<file path="src/rtl/ucsbece154a_mmio.sv">
// ucsbece154a_mmio: memory-mapped I/O block for the single-cycle MIPS data port.
// Region 0xFFFFxxxx, decoded on addr_i[7:2]:
//   0x00 LED (RW), 0x04 CYCLE (RO, write clears), 0x08 CMP (RW),
//   0x0C STATUS (TFLAG/FULL/EMPTY/OVF/count, W1C on TFLAG and OVF), 0x10 TXDATA (push).
// Reads are combinational. Writes commit on the rising clock edge.
// Optional feature macro: UCSBECE154A_MMIO_IRQ_EN drives irq_o from TFLAG.
// When the macro is undefined, irq_o is tied low.
// TX FIFO handshake: a byte leaves when tx_valid_o & tx_ready_i at a rising edge.
// The head byte is held stable while tx_valid_o is high and tx_ready_i is low.
module ucsbece154a_mmio #(
    parameter int LED_W    = 8,
    parameter int TX_DEPTH = 4
) (
    input  logic             clk,
    input  logic             reset,
    input  logic             we_i,
    input  logic [31:0]      addr_i,
    input  logic [31:0]      wdata_i,
    output logic             hit_o,
    output logic [31:0]      rdata_o,
    output logic [LED_W-1:0] led_o,
    output logic             tx_valid_o,
    output logic [7:0]       tx_data_o,
    input  logic             tx_ready_i,
    output logic             irq_o
);

    localparam int         PTR_W   = (TX_DEPTH > 1) ? $clog2(TX_DEPTH) : 1;
    localparam logic [4:0] DEPTH_C = 5'(TX_DEPTH);

    // Word offsets within the region (addr_i[7:2])
    localparam logic [5:0] W_LED    = 6'h00;
    localparam logic [5:0] W_CYCLE  = 6'h01;
    localparam logic [5:0] W_CMP    = 6'h02;
    localparam logic [5:0] W_STATUS = 6'h03;
    localparam logic [5:0] W_TXDATA = 6'h04;

    logic [LED_W-1:0] led_q;
    logic [31:0]      cycle_q;
    logic [31:0]      cmp_q;
    logic             tflag_q;
    logic             ovf_q;

    logic [7:0]       mem [TX_DEPTH];
    logic [PTR_W-1:0] rd_ptr_q;
    logic [PTR_W-1:0] wr_ptr_q;
    logic [4:0]       count_q;

    logic [5:0] word;
    logic       wr;
    logic       wr_led, wr_cycle, wr_cmp, wr_status, wr_tx;
    logic       full, empty, pop, push_ok, push_drop, tflag_hit;
    logic       unused_addr;

    assign word  = addr_i[7:2];
    assign hit_o = (addr_i[31:16] == 16'hFFFF);
    assign wr    = we_i & hit_o;

    // addr_i[15:8] and addr_i[1:0] do not take part in decoding (aliases)
    assign unused_addr = &{1'b0, addr_i[15:8], addr_i[1:0]};

    assign wr_led    = wr && (word == W_LED);
    assign wr_cycle  = wr && (word == W_CYCLE);
    assign wr_cmp    = wr && (word == W_CMP);
    assign wr_status = wr && (word == W_STATUS);
    assign wr_tx     = wr && (word == W_TXDATA);

    assign full      = (count_q == DEPTH_C);
    assign empty     = (count_q == 5'd0);
    assign pop       = tx_valid_o & tx_ready_i;
    // A full FIFO still accepts a push when the head leaves in the same cycle
    assign push_ok   = wr_tx && (!full || pop);
    assign push_drop = wr_tx && full && !pop;
    assign tflag_hit = (cycle_q == cmp_q) && (cmp_q != 32'd0);

    assign led_o      = led_q;
    assign tx_valid_o = !empty;
    assign tx_data_o  = tx_valid_o ? mem[rd_ptr_q] : 8'h00;

`ifdef UCSBECE154A_MMIO_IRQ_EN
    assign irq_o = tflag_q;
`else
    assign irq_o = 1'b0;
`endif

    // Control registers: LED, cycle counter, compare value, sticky flags
    always_ff @(posedge clk or posedge reset) begin
        if (reset) begin
            led_q   <= '0;
            cycle_q <= 32'd0;
            cmp_q   <= 32'd0;
            tflag_q <= 1'b0;
            ovf_q   <= 1'b0;
        end else begin
            if (wr_led) begin
                led_q <= wdata_i[LED_W-1:0];
            end
            // A write clears the counter and takes priority over the increment
            cycle_q <= wr_cycle ? 32'd0 : cycle_q + 32'd1;
            if (wr_cmp) begin
                cmp_q <= wdata_i;
            end
            // Setting the flag wins over a simultaneous write-1-to-clear
            if (tflag_hit) begin
                tflag_q <= 1'b1;
            end else if (wr_status && wdata_i[0]) begin
                tflag_q <= 1'b0;
            end
            // OVF write-1-to-clear and a dropped push are mutually exclusive
            // because they target different offsets
            if (push_drop) begin
                ovf_q <= 1'b1;
            end else if (wr_status && wdata_i[3]) begin
                ovf_q <= 1'b0;
            end
        end
    end

    // FIFO pointers and occupancy; pointers wrap naturally (power-of-two depth)
    always_ff @(posedge clk or posedge reset) begin
        if (reset) begin
            rd_ptr_q <= '0;
            wr_ptr_q <= '0;
            count_q  <= 5'd0;
        end else begin
            if (push_ok) begin
                wr_ptr_q <= wr_ptr_q + 1'b1;
            end
            if (pop) begin
                rd_ptr_q <= rd_ptr_q + 1'b1;
            end
            case ({push_ok, pop})
                2'b10:   count_q <= count_q + 5'd1;
                2'b01:   count_q <= count_q - 5'd1;
                default: count_q <= count_q;
            endcase
        end
    end

    // FIFO storage; contents need no reset because tx_data_o is gated by tx_valid_o
    always_ff @(posedge clk) begin
        if (push_ok) begin
            mem[wr_ptr_q] <= wdata_i[7:0];
        end
    end

    // Combinational read mux
    always_comb begin
        rdata_o = 32'd0;
        if (hit_o) begin
            case (word)
                W_LED:    rdata_o[LED_W-1:0] = led_q;
                W_CYCLE:  rdata_o = cycle_q;
                W_CMP:    rdata_o = cmp_q;
                W_STATUS: rdata_o = {23'd0, count_q, ovf_q, empty, full, tflag_q};
                default:  rdata_o = 32'd0;
            endcase
        end
    end

endmodule

</file>
<file path="config.mk">
export PLATFORM = sky130hd
export DESIGN_NAME = ucsbece154a_mmio
export DESIGN_NICKNAME = d
export VERILOG_FILES = /design/src/rtl/ucsbece154a_mmio.sv
export SDC_FILE = /design/constraint.sdc
export NUM_CORES = 1
export LEC_CHECK = 0
export CORE_MARGIN = 2
export CORE_UTILIZATION = 40
export CTS_CLUSTER_DIAMETER = 30
export DETAILED_ROUTE_END_ITERATION = 7
export GPL_TIMING_DRIVEN = 0
export HOLD_SLACK_MARGIN = 0.03
export MAX_ROUTING_LAYER = met4
export SLEW_MARGIN = 20
export SYNTH_ARGS = -nofsm -noshare
export SYNTH_HDL_FRONTEND = slang
export SYNTH_SLANG_ARGS = --single-unit
</file>
<file path="constraint.sdc">
create_clock -name clk -period 3.6 [get_ports clk]
set_input_delay 0.72 -clock clk [delete_from_list [all_inputs] [get_ports clk]]
set_output_delay 0.72 -clock clk [all_outputs]
set_load 0.005 [all_outputs]
</file>
Yosys cells after proc, flatten, opt, wreduce, memory -nomap -nowiden
Memories as Yosys holds them, arrays and structs flattened. Index checks and enable logic that the tools add are counted.

$add $sub $neg: 5. Equal/unequal tests: 9. Multiplexer cells: 12. Bitwise operators: 2. Reductions and logical operators: 21.

Operators with widths (number): $pmux 24 s3 (1); $mux 32 (2); $add 32x1->32 const B (1); $eq 32x32->1 (1); $pmux 8 s4 (1); $reduce_bool 32->1 (1); $eq 16x16->1 const B (1); $eq 6x2->1 const B (2); $logic_and 1x1->1 (11); $pmux 5 s2 (1); $mux 8 (1); $eq 6x1->1 const B (1); $eq 6x3->1 const B (1); $logic_not 6->1 (1); $mux 1 (6); $reduce_bool 2->1 (3); $add 5x1->5 const B (1); $eq 5x3->1 const B (1); $logic_not 5->1 (1); $sub 5x1->5 const B (1); $add 2x1->2 const B (2); $logic_not 1->1 (3); $and 1x1->1 (2); $eq 2x1->1 const B (1); 2 further kinds (2).

Flip-flop bits (word level): 83. RAM bits: 32. Input bits: 68. Output and inout bits: 51. Word-level logic and storage cells: 58. Memories kept: 1.

Memories: mem (words 4, width 8, read ports 1, clocked after Yosys merged registers in 0, wr ports 1, RTL line 44) `logic [7:0] mem [TX_DEPTH];`.

Logic depth before layout (Yosys ltp)
Word-level depth: 7. Gate-level depth with buffers: 8. Depth with buffers taken out: 8.

Worst setup path before layout
OpenSTA, ideal clock, no wires.

Kind: in2out. Start: input addr_i[31]. End: output rdata_o[11]. Arrival time: 2.127 ns. Required time: 2.880 ns. Setup slack: 0.753 ns. Stages: 6. Buffers on the path: 2. Path through: nand4_1 > nor4_1 > clkbuf_1 > o211ai_1 > clkbuf_1 > nor2_1.

Word-level cells in the longest chain between the ends: 2.

RTL lines: from (decl) (RTL line 17) `input logic [31:0] addr_i,`; $eq 16x16->1 (RTL line 56) `assign hit_o = (addr_i[31:16] == 16'hFFFF);`; via hit_o (RTL line 19) `output logic hit_o,`; $mux 32 (RTL line 150) `if (hit_o) begin`; to (decl) (RTL line 20) `output logic [31:0] rdata_o,`.

The timed path passes the listed nets, and every way through them passes these cells.

Worst setup path in the final report
Start: input addr_i[5]. End: output rdata_o[24].

Word-level cells in the longest chain between the ends: 3. Elaborated cells between the ends (all ways): 5. Classes of those cells: eq/ne: 3; mux: 2.

RTL lines: $eq 6x2->1 or $eq 6x1->1 (tied branches) (RTL line 151) `case (word)`; $pmux 24 s3 * (RTL line 151); $mux 32 * (RTL line 150).

Mark *: on every way between the ends. The rest lies on a longest branch, timed or not.

==> qor_table.md <==
| Stage | Quantity | Reported |
| --- | --- | --- |
| status | Outcome | finished, violations left |
| status | Violations in the final reports | setup timing |
| yosys | Register bit total from synthesis | 115 |
| worst setup path | CP Data Arrival Time | 2880 ps |
| floorplan | Effective utilization at floorplan | 0.405 |
| floorplan | # rows | 45 |
| timing | Slew at the pin closest to its max-slew limit | 858 ps |
| power and ir drop | Leakage power total | 3.38 nW |
| route | Detailed-route via count | 4,933 |
| timing | Max frequency | 277 MHz |
| yosys | Synthesized instance count | 540 |
| timing | Final-report setup violation count | 2 |
| timing | Minimum period implied by the final worst setup slack | 3600 ps |
| power and ir drop | Int Power | 2.71 mW |
| final layout | Area of all sequential standard cells | 3040 µm² |
| clock tree | Number of buffers added by the clock tree synthesis step | 17 |
| yosys | Sequential-to-total area share from yosys stat | 0.497 |
| power and ir drop | Part of the power in combinational logic | 0.169 |
| yosys | Total nets after synthesis | 617 |
| route | Drt drc | 0 |
| timing | Worst setup slack after layout | -4.96 ps |
| power and ir drop | Clock network power share | 0.436 |
| worst setup path | Kind of critical path | input port to primary output |
| placed design | Placed cell areas | 7440 µm² |
| final layout | Fill cells | 1,321 |
| final layout | Layout overhead on the synthesized area | 32.8% |
| placed design | Final RePlAce weighted congestion | 0.920 |
| floorplan | Total core area | 15,100 µm² |
| clock tree | Clock transition at path regs | 60 ps |
| yosys | Top cell type's share of synthesized area | 0.340 |
| clock tree | Root Driver | sky130_fd_sc_hd__clkbuf_16 |
| yosys | Share of flip-flops with an asynchronous set or reset after synthesis | 0.722 |
| yosys | Unique cell type count in the Yosys netlist | 46 |
| yosys | Netlist area before placement | 6110 µm² |
| final layout | Non-filler instance count after layout | 874 |
| job | # Max-Cap Violations | 0 |
| floorplan | Die height | 128 µm |
| power and ir drop | Total chip power | 3.65 mW |
| placed design | Placed insts | 835 |
| timing | Sum Neg Setup Slack | -9.24 ps |
| grt | Initial antenna violation count | 0 |
| floorplan | Ports placed on the boundary | 119 |
| placed design | PortBufs | 106 |
| clock tree | Maximum level of the CTS H-tree | 4 |
| timing | RSZ-0062 raised after global routing | true |
| placed design | Worst setup slack after placement | -954 ps |
| route | DR iter-0 viols | 438 |
| clock tree | Latest clock arrival within the worst-skew pair | 420 ps |
| final layout | N_diodes | 0 |
| worst setup path | Kind of launch point of the worst setup path | input port |
| timing | Share of the cycle needed by the critical path after routing | 1.00 |
| grt | Leftover overflow at the end of global routing | 0 |
| timing | Number of pins with negative max-slew slack in the final report | 0 |
| worst hold path | Classification of the worst-slack hold path | flop to flop |
| power and ir drop | Fraction of power spent switching nets | 0.260 |
| timing | Final hold viol count | 0 |
| power and ir drop | Sequential share of power | 0.395 |
| yosys | Post-synth EDFFs | 32 |
| yosys | Cell taking the most area after synthesis | sky130_fd_sc_hd__dfrtp_1 |
| yosys | Top cells by area, synth | sky130_fd_sc_hd__dfrtp_1 (34%), sky130_fd_sc_hd__edfxtp_1 (16%), sky130_fd_sc_hd__mux2_2 (7.2%), sky130_fd_sc_hd__xnor2_1 (5.0%), sky130_fd_sc_hd__mux4_2 (4.8%) |
| final layout | Fraction of layout cells with a size suffix above 1 | 0.222 |
| worst setup path | Largest driver fanout on the critical path | 10 |
| timing | Worst-case hold slack | 519 ps |
| clock tree | Maximum count of clock buffers along a single path | 2 |
| final layout | Final Core Density | 0.538 |
| power and ir drop | Net switching power | 0.950 mW |
| worst setup path | Required time reported for the critical path endpoint | 2880 ps |
| grt | First-pass GRT wire length | 27,600 µm |
| grt | GR Util All Layers | 0.231 |
| placed design | Half-perimeter wire length of the detailed placement result | 12,800 µm |
| clock tree | Clock tree from TritonCTS | yes |
| route | Routed wirelength normalized by instance count | 20.1 µm |
| power and ir drop | Worst vdd ir | 0.302 mV |
| floorplan | Die width | 128 µm |
| clock tree | Total of hold buffers inserted after clock tree synthesis | 0 |
| route | Routed Antenna Nets | 0 |
| yosys | Primary FF master, synth | sky130_fd_sc_hd__dfrtp_1 |
| power and ir drop | Power Dens Cells | 450 nW/µm² |
| route | Detail-routed via count per cell | 5.64 |
| final layout | Final nets | 750 |
| yosys | Mean cell area of the mapped netlist | 11.3 µm² |
| worst setup path | Critical Path Sink Type | primary output |
| floorplan | Die area | 16,300 µm² |
| route | Routed Wire Length | 17,600 µm |
| grt | Largest net degree at the start of global routing | 56 |
| timing | Max-slew headroom at the worst pin | 0.428 |
| clock tree | CTS sink count | 115 |
| route | DR pass1 iterations | 5 |
| yosys | Number of warnings issued by yosys | 0 |
| final layout | Multi-input gate area | 2990 µm² |
| timing | Clock Skews | 8.24 ps |
| final layout | Post-Layout Inst Area | 8120 µm² |
| grt | Number of global-route vias before repair | 4,919 |
-- path summary, 6_finish.rpt --
check | endpoint | depth (start not counted) | startpoint | slack (ps)
max in group asynchronous | cycle_q[13] | 3 | reset | 2340
worst min register to register | tflag_q | 2 | tflag_q | 520
worst min-delay path | tflag_q | 2 | tflag_q | 520
worst max-delay path | rdata_o[24] | 9 | addr_i[5] | -5
worst max register to register | count_q[4] | 8 | count_q[3] | 850
min in group asynchronous | cmp_q[28] | 2 | reset | 650
-- Yosys cell counts (11+ instances only) --
| cell type | count |
|---|---|
| sky130_fd_sc_hd__dfrtp_1 | 83 |
| sky130_fd_sc_hd__nor2_1 | 47 |
| sky130_fd_sc_hd__mux2_2 | 39 |
| sky130_fd_sc_hd__xnor2_1 | 35 |
| sky130_fd_sc_hd__edfxtp_1 | 32 |
| sky130_fd_sc_hd__clkbuf_1 | 26 |
| sky130_fd_sc_hd__a22oi_1 | 25 |
| sky130_fd_sc_hd__nor4_1 | 23 |
| sky130_fd_sc_hd__nand4_1 | 21 |
| sky130_fd_sc_hd__xor2_1 | 21 |
| sky130_fd_sc_hd__nand3_1 | 19 |
| sky130_fd_sc_hd__o21ai_0 | 17 |
| sky130_fd_sc_hd__a21oi_1 | 15 |
| sky130_fd_sc_hd__and2_1 | 13 |
| sky130_fd_sc_hd__mux4_2 | 13 |
| sky130_fd_sc_hd__nand2_1 | 13 |
| sky130_fd_sc_hd__or3_1 | 11 |
-- flip-flops by register name (all words and copies together), names as in the netlist --
name	flops
cmp_q	32
count_q	5
cycle_q	32
led_o	8
mem	32
ovf_q	1
rd_ptr_q	2
tflag_q	1
wr_ptr_q	2
-- logic make-up after synthesis --
group,after synthesis,synth area share
AO/OA/AOI/OAI,72,0.0764
XOR/XNOR,56,0.0803
adder cells (fa/ha/maj),9,0.0197
buffers and inverters,44,0.0287
flip-flops,115,0.497
multiplexers,59,0.132
other,1,0.000614
AND/OR/NAND/NOR,184,0.165
-- timing repair --
| action | in CTS | in global routing |
|---|---|---|
| buffers inserted | 7 | 1 |
| gates resized for setup | 59 | 55 |
| cloned | 0 | 0 |
| endpoints found under the setup margin | 33 | 10 |
| pin swaps | 4 | 4 |
-- cell usage in the layout (no fill, tap or decap), types with 8 or more instances in the layout --
cell | synthesis | layout
sky130_fd_sc_hd__a21oi_1 | 15 | 15
sky130_fd_sc_hd__a22oi_1 | 25 | 25
sky130_fd_sc_hd__and2_1 | 13 | 13
sky130_fd_sc_hd__and3_1 | 9 | 8
sky130_fd_sc_hd__buf_4 | 1 | 8
sky130_fd_sc_hd__clkbuf_1 | 26 | 18
sky130_fd_sc_hd__clkbuf_16 | 0 | 17
sky130_fd_sc_hd__clkbuf_2 | 0 | 22
sky130_fd_sc_hd__clkdlybuf4s50_1 | 0 | 76
sky130_fd_sc_hd__dfrtp_1 | 83 | 83
sky130_fd_sc_hd__edfxtp_1 | 32 | 32
sky130_fd_sc_hd__ha_1 | 8 | 8
sky130_fd_sc_hd__inv_1 | 9 | 8
sky130_fd_sc_hd__mux2_2 | 39 | 39
sky130_fd_sc_hd__mux4_2 | 13 | 13
sky130_fd_sc_hd__nand2_1 | 13 | 12
sky130_fd_sc_hd__nand3_1 | 19 | 19
sky130_fd_sc_hd__nand4_1 | 21 | 21
sky130_fd_sc_hd__nor2_1 | 47 | 33
sky130_fd_sc_hd__nor2_2 | 0 | 13
sky130_fd_sc_hd__nor3_1 | 9 | 8
sky130_fd_sc_hd__nor4_1 | 23 | 21
sky130_fd_sc_hd__o21ai_0 | 17 | 17
sky130_fd_sc_hd__or3_1 | 11 | 11
sky130_fd_sc_hd__xnor2_1 | 35 | 35
sky130_fd_sc_hd__xor2_1 | 21 | 21
-- worst max-delay path, cell delays in order --
cell	delay, ps
sky130_fd_sc_hd__clkdlybuf4s50_1	470
sky130_fd_sc_hd__nor4_2	410
sky130_fd_sc_hd__clkbuf_2	310
sky130_fd_sc_hd__o211ai_1	120
sky130_fd_sc_hd__buf_4	170
sky130_fd_sc_hd__buf_4	150
sky130_fd_sc_hd__clkbuf_8	160
sky130_fd_sc_hd__nor2_1	120
sky130_fd_sc_hd__dlygate4sd2_1	240
-- power groups by stage --
stage	Combinational, mW	Sequential, mW	Clock [mW]
final	0.618	1.44	1.59
after floorplan	0.361	1.45	0
after detailed placement	0.615	1.47	0
after global placement	0.595	1.47	0
after CTS	0.623	1.44	1.62
after global routing	0.673	1.45	1.71
-- area by class of cell --
class                      instances  share of cell area
sequential                       115               0.374
buffer                            34              0.0227
timing repair buffer             115               0.132
clock inverter                    13              0.0157
tap                              188              0.0290
multi-input combinational        381               0.368
inverter                           9             0.00447
clock buffer                      19              0.0533
-- per-layer routing --
metal | global-route usage | up-vias | part of all wire
met5 | - | - | 0
met4 | 0.0730 | 0 | 0.018
met3 | 0.0448 | 24 | 0.058
met2 | 0.362 | 185 | 0.48
met1 | 0.306 | 2453 | 0.45
li1 | - | 2271 | -
Power figures use the tool's default switching activity.
